## src/rtl/mips_ctrl_pkg.sv

```systemverilog
// Shared encodings for the multicycle MIPS control unit.
package mips_ctrl_pkg;

  // 4-bit FSM state encoding
  localparam logic [3:0] ST_START  = 4'd0;
  localparam logic [3:0] ST_FETCH  = 4'd1;
  localparam logic [3:0] ST_DECODE = 4'd2;
  localparam logic [3:0] ST_MEMADR = 4'd3;
  localparam logic [3:0] ST_MEMRD  = 4'd4;
  localparam logic [3:0] ST_MEMWB  = 4'd5;
  localparam logic [3:0] ST_MEMWR  = 4'd6;
  localparam logic [3:0] ST_EXEC   = 4'd7;
  localparam logic [3:0] ST_RWB    = 4'd8;
  localparam logic [3:0] ST_BRANCH = 4'd9;
  localparam logic [3:0] ST_JUMP   = 4'd10;
  localparam logic [3:0] ST_ADDIEX = 4'd11;
  localparam logic [3:0] ST_ADDIWB = 4'd12;
  localparam logic [3:0] ST_TRAP   = 4'd13;

  // Opcodes (instruction[31:26])
  localparam logic [5:0] OP_RTYPE = 6'b000000;
  localparam logic [5:0] OP_LW    = 6'b100011;
  localparam logic [5:0] OP_SW    = 6'b101011;
  localparam logic [5:0] OP_BEQ   = 6'b000100;
  localparam logic [5:0] OP_J     = 6'b000010;
  localparam logic [5:0] OP_ADDI  = 6'b001000;

  // ALU operation codes
  localparam logic [2:0] ALU_ADD   = 3'b010;
  localparam logic [2:0] ALU_SUB   = 3'b110;
  localparam logic [2:0] ALU_RTYPE = 3'b000;

  // ALU B operand select
  localparam logic [1:0] SRCB_RD2    = 2'b00;
  localparam logic [1:0] SRCB_FOUR   = 2'b01;
  localparam logic [1:0] SRCB_IMM    = 2'b10;
  localparam logic [1:0] SRCB_IMMSH2 = 2'b11;

  // PC source select
  localparam logic [1:0] PCSRC_ALU    = 2'b00;
  localparam logic [1:0] PCSRC_ALUOUT = 2'b01;
  localparam logic [1:0] PCSRC_JUMP   = 2'b10;

  // Bundle of all datapath control lines
  typedef struct packed {
    logic       pc_write;
    logic       pc_write_cond;
    logic       iord;
    logic       mem_read;
    logic       mem_write;
    logic       ir_write;
    logic       mem_to_reg;
    logic       reg_dst;
    logic       reg_write;
    logic       alu_src_a;
    logic [1:0] alu_src_b;
    logic [1:0] pc_source;
    logic [2:0] alu_op;
  } ctrl_t;

endpackage

```

## src/rtl/mips_ctrl_outdec.sv

```systemverilog
// Combinational output decoder: (state, mem_ready) -> control lines.
module mips_ctrl_outdec
  import mips_ctrl_pkg::*;
(
  input  logic [3:0] state,
  input  logic       mem_ready,
  output ctrl_t      ctrl
);

  // Per-state control word; anything not set stays 0
  always_comb begin
    ctrl = '0;
    case (state)
      ST_FETCH: begin
        ctrl.mem_read  = 1'b1;
        ctrl.alu_src_b = SRCB_FOUR;
        ctrl.alu_op    = ALU_ADD;
        ctrl.pc_source = PCSRC_ALU;
        ctrl.ir_write  = mem_ready;
        ctrl.pc_write  = mem_ready;
      end
      ST_DECODE: begin
        ctrl.alu_src_b = SRCB_IMMSH2;
        ctrl.alu_op    = ALU_ADD;
      end
      ST_MEMADR, ST_ADDIEX: begin
        ctrl.alu_src_a = 1'b1;
        ctrl.alu_src_b = SRCB_IMM;
        ctrl.alu_op    = ALU_ADD;
      end
      ST_MEMRD: begin
        ctrl.mem_read = 1'b1;
        ctrl.iord     = 1'b1;
      end
      ST_MEMWR: begin
        ctrl.mem_write = 1'b1;
        ctrl.iord      = 1'b1;
      end
      ST_MEMWB: begin
        ctrl.reg_write  = 1'b1;
        ctrl.mem_to_reg = 1'b1;
      end
      ST_EXEC: begin
        ctrl.alu_src_a = 1'b1;
        ctrl.alu_src_b = SRCB_RD2;
        ctrl.alu_op    = ALU_RTYPE;
      end
      ST_RWB: begin
        ctrl.reg_write = 1'b1;
        ctrl.reg_dst   = 1'b1;
      end
      ST_BRANCH: begin
        ctrl.alu_src_a     = 1'b1;
        ctrl.alu_src_b     = SRCB_RD2;
        ctrl.alu_op        = ALU_SUB;
        ctrl.pc_write_cond = 1'b1;
        ctrl.pc_source     = PCSRC_ALUOUT;
      end
      ST_JUMP: begin
        ctrl.pc_write  = 1'b1;
        ctrl.pc_source = PCSRC_JUMP;
      end
      ST_ADDIWB: begin
        ctrl.reg_write = 1'b1;
      end
      default: ctrl = '0;
    endcase
  end

endmodule

```

## src/rtl/mips_multicycle_ctrl.sv

```systemverilog
// Multicycle MIPS control FSM: state register, retire counter, illegal flag.
module mips_multicycle_ctrl
  import mips_ctrl_pkg::*;
(
  input  logic        clock,
  input  logic        reset,
  input  logic [5:0]  opcode,
  input  logic        mem_ready,
  output logic        PCWrite,
  output logic        PCWriteCond,
  output logic        IorD,
  output logic        MemRead,
  output logic        MemWrite,
  output logic        IRWrite,
  output logic        MemtoReg,
  output logic        RegDst,
  output logic        RegWrite,
  output logic        ALUSrcA,
  output logic [1:0]  ALUSrcB,
  output logic [1:0]  PCSource,
  output logic [2:0]  ALUOp,
  output logic        illegal,
  output logic [31:0] instr_count
);

  logic [3:0]  state_q;
  logic [3:0]  state_d;
  logic        retire;
  logic        illegal_q;
  logic [31:0] instr_cnt_q;
  ctrl_t       ctrl;

  // Next-state logic; opcode is only looked at in DECODE and MEMADR
  always_comb begin
    state_d = state_q;
    retire  = 1'b0;
    case (state_q)
      ST_START:  state_d = ST_FETCH;
      ST_FETCH:  if (mem_ready) state_d = ST_DECODE;
      ST_DECODE: begin
        case (opcode)
          OP_LW, OP_SW: state_d = ST_MEMADR;
          OP_RTYPE:     state_d = ST_EXEC;
          OP_BEQ:       state_d = ST_BRANCH;
          OP_J:         state_d = ST_JUMP;
          OP_ADDI:      state_d = ST_ADDIEX;
          default:      state_d = ST_TRAP;
        endcase
      end
      ST_MEMADR: state_d = (opcode == OP_LW) ? ST_MEMRD : ST_MEMWR;
      ST_MEMRD:  if (mem_ready) state_d = ST_MEMWB;
      ST_MEMWR: begin
        if (mem_ready) begin
          state_d = ST_FETCH;
          retire  = 1'b1;
        end
      end
      ST_EXEC:   state_d = ST_RWB;
      ST_ADDIEX: state_d = ST_ADDIWB;
      ST_MEMWB, ST_RWB, ST_BRANCH, ST_JUMP, ST_ADDIWB: begin
        state_d = ST_FETCH;
        retire  = 1'b1;
      end
      ST_TRAP:   state_d = ST_TRAP;
      default:   state_d = ST_START;
    endcase
  end

  // State register
  always_ff @(posedge clock or negedge reset) begin
    if (!reset) state_q <= ST_START;
    else        state_q <= state_d;
  end

  // Retired-instruction counter; holds unless an instruction completes
  always_ff @(posedge clock or negedge reset) begin
    if (!reset)      instr_cnt_q <= '0;
    else if (retire) instr_cnt_q <= instr_cnt_q + 32'd1;
  end

  // Sticky illegal flag, set on the edge entering TRAP
  always_ff @(posedge clock or negedge reset) begin
    if (!reset)                                            illegal_q <= 1'b0;
    else if (state_q == ST_DECODE && state_d == ST_TRAP)   illegal_q <= 1'b1;
  end

  mips_ctrl_outdec u_outdec (
    .state     (state_q),
    .mem_ready (mem_ready),
    .ctrl      (ctrl)
  );

  // Drive ports from the decoded control word
  always_comb begin
    PCWrite     = ctrl.pc_write;
    PCWriteCond = ctrl.pc_write_cond;
    IorD        = ctrl.iord;
    MemRead     = ctrl.mem_read;
    MemWrite    = ctrl.mem_write;
    IRWrite     = ctrl.ir_write;
    MemtoReg    = ctrl.mem_to_reg;
    RegDst      = ctrl.reg_dst;
    RegWrite    = ctrl.reg_write;
    ALUSrcA     = ctrl.alu_src_a;
    ALUSrcB     = ctrl.alu_src_b;
    PCSource    = ctrl.pc_source;
    ALUOp       = ctrl.alu_op;
    illegal     = illegal_q;
    instr_count = instr_cnt_q;
  end

endmodule

```

## config.mk

```make
export PLATFORM = sky130hd
export DESIGN_NAME = mips_multicycle_ctrl
export DESIGN_NICKNAME = d
export VERILOG_FILES = /design/src/rtl/mips_ctrl_pkg.sv /design/src/rtl/mips_ctrl_outdec.sv /design/src/rtl/mips_multicycle_ctrl.sv
export SDC_FILE = /design/constraint.sdc
export NUM_CORES = 1
export LEC_CHECK = 0
export ABC_AREA = 1
export ABC_CLOCK_PERIOD_IN_PS = 1900
export CAP_MARGIN = 20
export CORE_UTILIZATION = 35
export DETAILED_ROUTE_END_ITERATION = 16
export HOLD_SLACK_MARGIN = 0.12
export SYNTH_ARGS = -nofsm -noshare
export SYNTH_HDL_FRONTEND = slang
export SYNTH_SLANG_ARGS = --single-unit
```

## constraint.sdc

```tcl
create_clock -name clock -period 1.9 [get_ports clock]
set_clock_uncertainty 0.1 [all_clocks]
set_input_delay 0.285 -clock clock [delete_from_list [all_inputs] [get_ports clock]]
set_output_delay 0.285 -clock clock [all_outputs]
set_load 0.05 [all_outputs]
```

Yosys cells after proc, flatten, opt, wreduce, memory -nomap -nowiden
Cells that the tools add are included.
{ "word_totals": {"ff_bits": 37, "in_bits": 9, "output_inout_bits": 50, "elab_cells": 56} }
{ "op_classes": {"n_addsub": 1, "n_eq_ne": 19, "muxes": 21, "reduce_logical": 12} }
{ "op_table": {"columns": ["op", "count"], "rows": [
  ["4-bit one-hot mux with 9 select lines", 1],
  ["32-bit by 1-bit adder with 32-bit output, second input constant", 1],
  ["4-bit == test, second input constant", 7],
  ["4-bit one-hot mux with 5 select lines", 1],
  ["4-bit by 3-bit == test with 1-bit output, second input constant", 4],
  ["6-bit == test, second input constant", 2],
  ["4-bit two-way mux", 3],
  ["1-bit two-way mux", 10],
  ["4-bit by 2-bit == test with 1-bit output, second input constant", 2],
  ["2-bit OR reduction", 4],
  ["4-bit OR reduction", 2],
  ["6-bit by 2-bit == test with 1-bit output, second input constant", 1],
  ["6-bit by 3-bit == test with 1-bit output, second input constant", 1],
  ["6-bit by 4-bit == test with 1-bit output, second input constant", 1],
  ["6-bit zero test", 1],
  ["2-bit one-hot mux with 3 select lines", 1],
  ["3-bit one-hot mux with 2 select lines", 1],
  ["6-bit OR reduction", 1],
  ["5-bit OR reduction", 1],
  ["4-bit by 1-bit == test with 1-bit output, second input constant", 1],
  ["4-bit zero test", 1],
  ["1-bit one-hot mux with 2 select lines", 2],
  ["2-bit one-hot mux with 2 select lines", 1],
  ["3-bit OR reduction", 1],
  ["other kinds (2)", 2]
]} }

Logic depth before layout (Yosys ltp)
{ "logic_depth": {"depth_word": 6, "mapped_depth": 11, "mapped_depth_nobuf": 11} }

Modules after synthesis
A second synthesis with hierarchy kept.
{ "unflattened": {"hier_cells": 427, "area_unflattened_um2": 2735.1} }
{ "modules_own_cells": {"columns": ["module", "n_inst", "cells_each", "area_each_um2", "seq_area_each_um2"], "rows": [
  ["mips_multicycle_ctrl", 1, 389, 2570.0, 925.9],
  ["mips_ctrl_outdec", 1, 38, 165.2, 0.0]
]} }

Worst setup path before layout
OpenSTA, ideal clock, no wires.
{ "synth_path": {"kind": "reg-to-output", "startpoint": "reg state_q[2]", "endpoint": "out PCWrite", "arrival_time_ns": 1.770, "required_time_ns": 1.515, "setup_slack_ns": -0.255, "stages_incl_launch_ff": 4, "n_path_buf": 0, "cell_sequence": "dfrtp_1 -> nor2_1 -> inv_1 -> o21ai_0"} }
{ "synth_via": {"elab_chain_len": 2, "elab_cells_between_ends": 3, "cone_classes": "2 x eq/ne; 1 x mux"} }
{ "synth_rtl": {"columns": ["element", "line", "text"], "rows": [
  ["start, declared", "mips_multicycle_ctrl.sv:26", "logic [3:0] state_q;"],
  ["start signal, assigned", "mips_multicycle_ctrl.sv:72", "else state_q <= state_d;"],
  ["4-bit == test / 4-bit by 1-bit == test with 1-bit output (equally long branches)", "mips_ctrl_outdec.sv:13", "case (state)"],
  ["1-bit one-hot mux with 2 select lines *", "mips_ctrl_outdec.sv:13", null],
  ["end, declared", "mips_multicycle_ctrl.sv:9", "output logic PCWrite,"]
]} }
Mark *: on every way between the ends. The rest lies on a longest branch, timed or not.

Final worst setup path
{ "layout_path": {"startpoint": "reg state_q[0]", "endpoint": "out ALUSrcB[0]"} }
{ "layout_via": {"elab_chain_len": 3, "elab_cells_between_ends": 6, "cone_classes": "4 x eq/ne; 1 x mux; 1 x reduce/logical"} }
{ "layout_rtl": {"columns": ["element", "line", "text"], "rows": [
  ["4-bit by 2-bit == test with 1-bit output / 4-bit == test (equally long branches)", "mips_ctrl_outdec.sv:13", null],
  ["2-bit OR reduction", null, null],
  ["2-bit one-hot mux with 3 select lines *", "mips_ctrl_outdec.sv:13", null],
  ["end, declared", "mips_multicycle_ctrl.sv:19", "output logic [1:0] ALUSrcB,"]
]} }
Marks and branches as above.

==> run_results.csv <==
group,metric,value,unit
outcome,run_status,"finished clean",
detailed_routing,num_vias,2755,
layout,final_cell_mix,"nand2_1 (154), nor2_1 (51), inv_1 (45)",
floorplan,num_rows,30,
layout,nets,485,
synth,yosys_warnings,0,
setup_path,path_class,"register to output port",
grt,grtUsageMet3,3.22,%
sta,period_share,97.9,%
grt,top_usage_layer,"met2",
sta,drv_slew,0,
sta,hold_viol,0,
grt,gr-usage-met2,34.0,%
clock_tree,numCtsBuffers,5,
pwr,ir_drop,235,µV
sta,period_minus_slack,1860,ps
flow_run,maxCapViolCount,0,
clock_tree,path_clk_slew,70,ps
setup_path,critPathRequiredTime,1510,ps
synth,synth_area,2560,µm²
grt,grt_pass1_wl,12.1,mm
placement,place_hpwl,5.71,mm
setup_path,worstSetupEndpointType,"output port",
synth,synth_top_family_by_area,"simple AND/OR/NAND/NOR gates",
sta,tightestPinTransition,515,ps
layout,syn2layout_area_growth,39.4,%
pwr,p_leak,1.72,nW
synth,ys_ff_latch,37,
floorplan,io-pin-count,59,
detailed_routing,antenna_left,0,
synth,syn_nets,413,
clock_tree,cts_sinks,37,
floorplan,start_util,36.8,%
detailed_routing,drcViolationCount,0,
sta,max_freq,538,MHz
clock_tree,clk_path_buf_depth,2,
synth,synth_compound_area_share,5.58,%
setup_path,cpPeakStageDelay,450,ps
detailed_routing,detail_route.wl_per_cell,13.1,µm
synth,synth-simple-area-share,43.9,%
sta,fin_hold_ws,385,ps
placement,routabilityCongestion,0.894,
grt,grt_pass1_vias,2544,
sta,slew-limit-headroom,65.6,%
sta,rsz0062_at_grt,"yes",
setup_path,critPathSlowestCell,"dfrtp_2",
grt,grt.total_usage,20.5,%
detailed_routing,wirelength,7.52,mm
setup_path,crit_path_start_kind,"register",
layout,diodes,0,
synth,synth_xor_xnor_area_share,4.79,%
synth,synth.avg_cell_area,6.35,µm²
setup_path,path_max_fanout,6,
detailed_routing,drt_iter0_markers,165,
worst_hold_path,hp-class,"register to register",
grt,antenna_found_initial,0,
floorplan,dieArea,7650,µm²
floorplan,die-width,87.5,µm
placement,port_buffers,57,
detailed_routing,viasPerCell,4.82,
layout,drive_gt1_share,22.1,%
grt,use_met1,26.7,%
grt,grt_start_max_net_pins,24,
clock_tree,cts_tree,"yes",
synth,synthMuxAreaShare,0,%
clock_tree,clk_latency,290,ps
setup_path,cp.arrival,1470,ps
grt,gr-total-overflow,0,
sta,finalSetupViolCount,0,
clock_tree,cts-root-buf,"clkbuf_8",
synth,ys_types,28,
detailed_routing,dr.pass1.iters,5,
layout,fin_area,3560,µm²
placement,dpl_cell_area,3360,µm²
clock_tree,cts_max_level,2,
setup_path,crit_path_cell_trace,"inv_2 > nand2_2 > nor2_2 > inv_1 > nand2_1 > buf_12",
synth,ys_seq_area_share,36.2,%
synth,synthAdderAreaFrac,0.489,%
pwr,powerDensity,389,nW/µm²
synth,syn_inst,403,
layout,final_common_cell,"nand2_1",
floorplan,core,6940,µm²
floorplan,die_y,87.5,µm
[critical path, delay by kind of cell (launching register included)]
kind | cells | cell delay, ps
DFF | 1 | 450
and+or+nand+nor | 3 | 410
buffers and inverters | 3 | 330
[sequential cells by signal (all words and copies together), names as in the netlist]
signal / count
state_q: 4
illegal: 1
instr_count: 32
[cell type report]
cell class                      instances  area, µm²
Clock inverter                          2       10.0
Clock buffer                            6       72.6
Multi-Input combinational cell        311       1480
Inverter                               50        188
Tap cell                               96        120
Timing Repair Buffer                   70        768
Sequential cell                        37        931
Fill cell                             708       3380
[worst paths after layout]
| check | endpoint | depth (start not counted) | slack (ps) | startpoint |
|---|---|---|---|---|
| max in group asynchronous | state_q[0] | 3 | 810 | reset |
| max | ALUSrcB[0] | 6 | 40 | state_q[0] |
| min in group asynchronous | instr_count[19] | 2 | 390 | reset |
| max reg2reg | instr_count[8] | 8 | 120 | state_q[0] |
| min reg2reg | illegal | 2 | 380 | illegal |
| min | illegal | 2 | 380 | illegal |
[cell usage after synthesis]
library cell	count	area, µm²
a21oi_1	2	10.0
a221oi_1	1	8.76
buf_2	4	20.0
buf_4	1	7.51
buf_6	1	11.3
conb_1	1	3.75
dfrtp_1	37	926
ha_1	1	12.5
inv_1	45	169
inv_2	5	18.8
nand2_1	158	593
nand2_2	1	6.26
nand2_4	1	11.3
nand3_1	22	110
nand3_2	1	10.0
nand3b_1	5	37.5
nand4_1	7	43.8
nor2_1	58	218
nor2_2	3	18.8
nor3_1	9	45.0
nor3_2	3	30.0
o21ai_0	4	20.0
o21ai_1	16	80.1
o21ai_2	1	8.76
o221ai_1	1	8.76
o22ai_1	1	6.26
xnor2_1	4	35.0
xor2_1	10	87.6
[stage by stage]
step	utilization, %	setup TNS [ps]	power (W)	setup WS, ps	instances
2_1_floorplan	-	0	0.000818	16.2	403
4_1_cts	50.0	-5.36	0.00141	-5.36	566
5_1_grt	51.3	-171	0.00144	-48.3	572
3_5_place_dp	48.4	0	0.000859	79.7	556
3_3_place_gp	48.4	0	0.000858	135	556
6_report	51.3	0	0.00139	40.5	572
[where the power goes]
part / switching, W / internal [W]
registers: 0 / 0.000787
clock network: 0.000289 / 0.000254
logic: 0.0000337 / 0.0000226
[logic make-up (layout without fill, tap and decap cells)]
family                   count (synthesis)  after routing
other                                    1              1
AO/OA/AOI/OAI                           26             26
XOR/XNOR                                14             14
flip-flops                              37             37
AND/OR/NAND/NOR                        268            269
adder cells (fa/ha/maj)                  1              1
buffers and inverters                   56            128
[layer usage]
metal	vias to the layer above	wire length, µm
met5	-	0
met4	0	140
met3	12	396
met2	88	3650
met1	1253	3330
li1	1402	-
[repair_timing]
item | CTS | global route
pin swaps | 0 | 2
endpoints found under the setup margin | 4 | 15
gates resized for setup | 4 | 16
setup buffers | 1 | 5
cloned | 0 | 1
hold buffers | 1 | 0
hold endpoints to repair | 19 | 0
No activity file was read; power rests on OpenSTA's default activity.
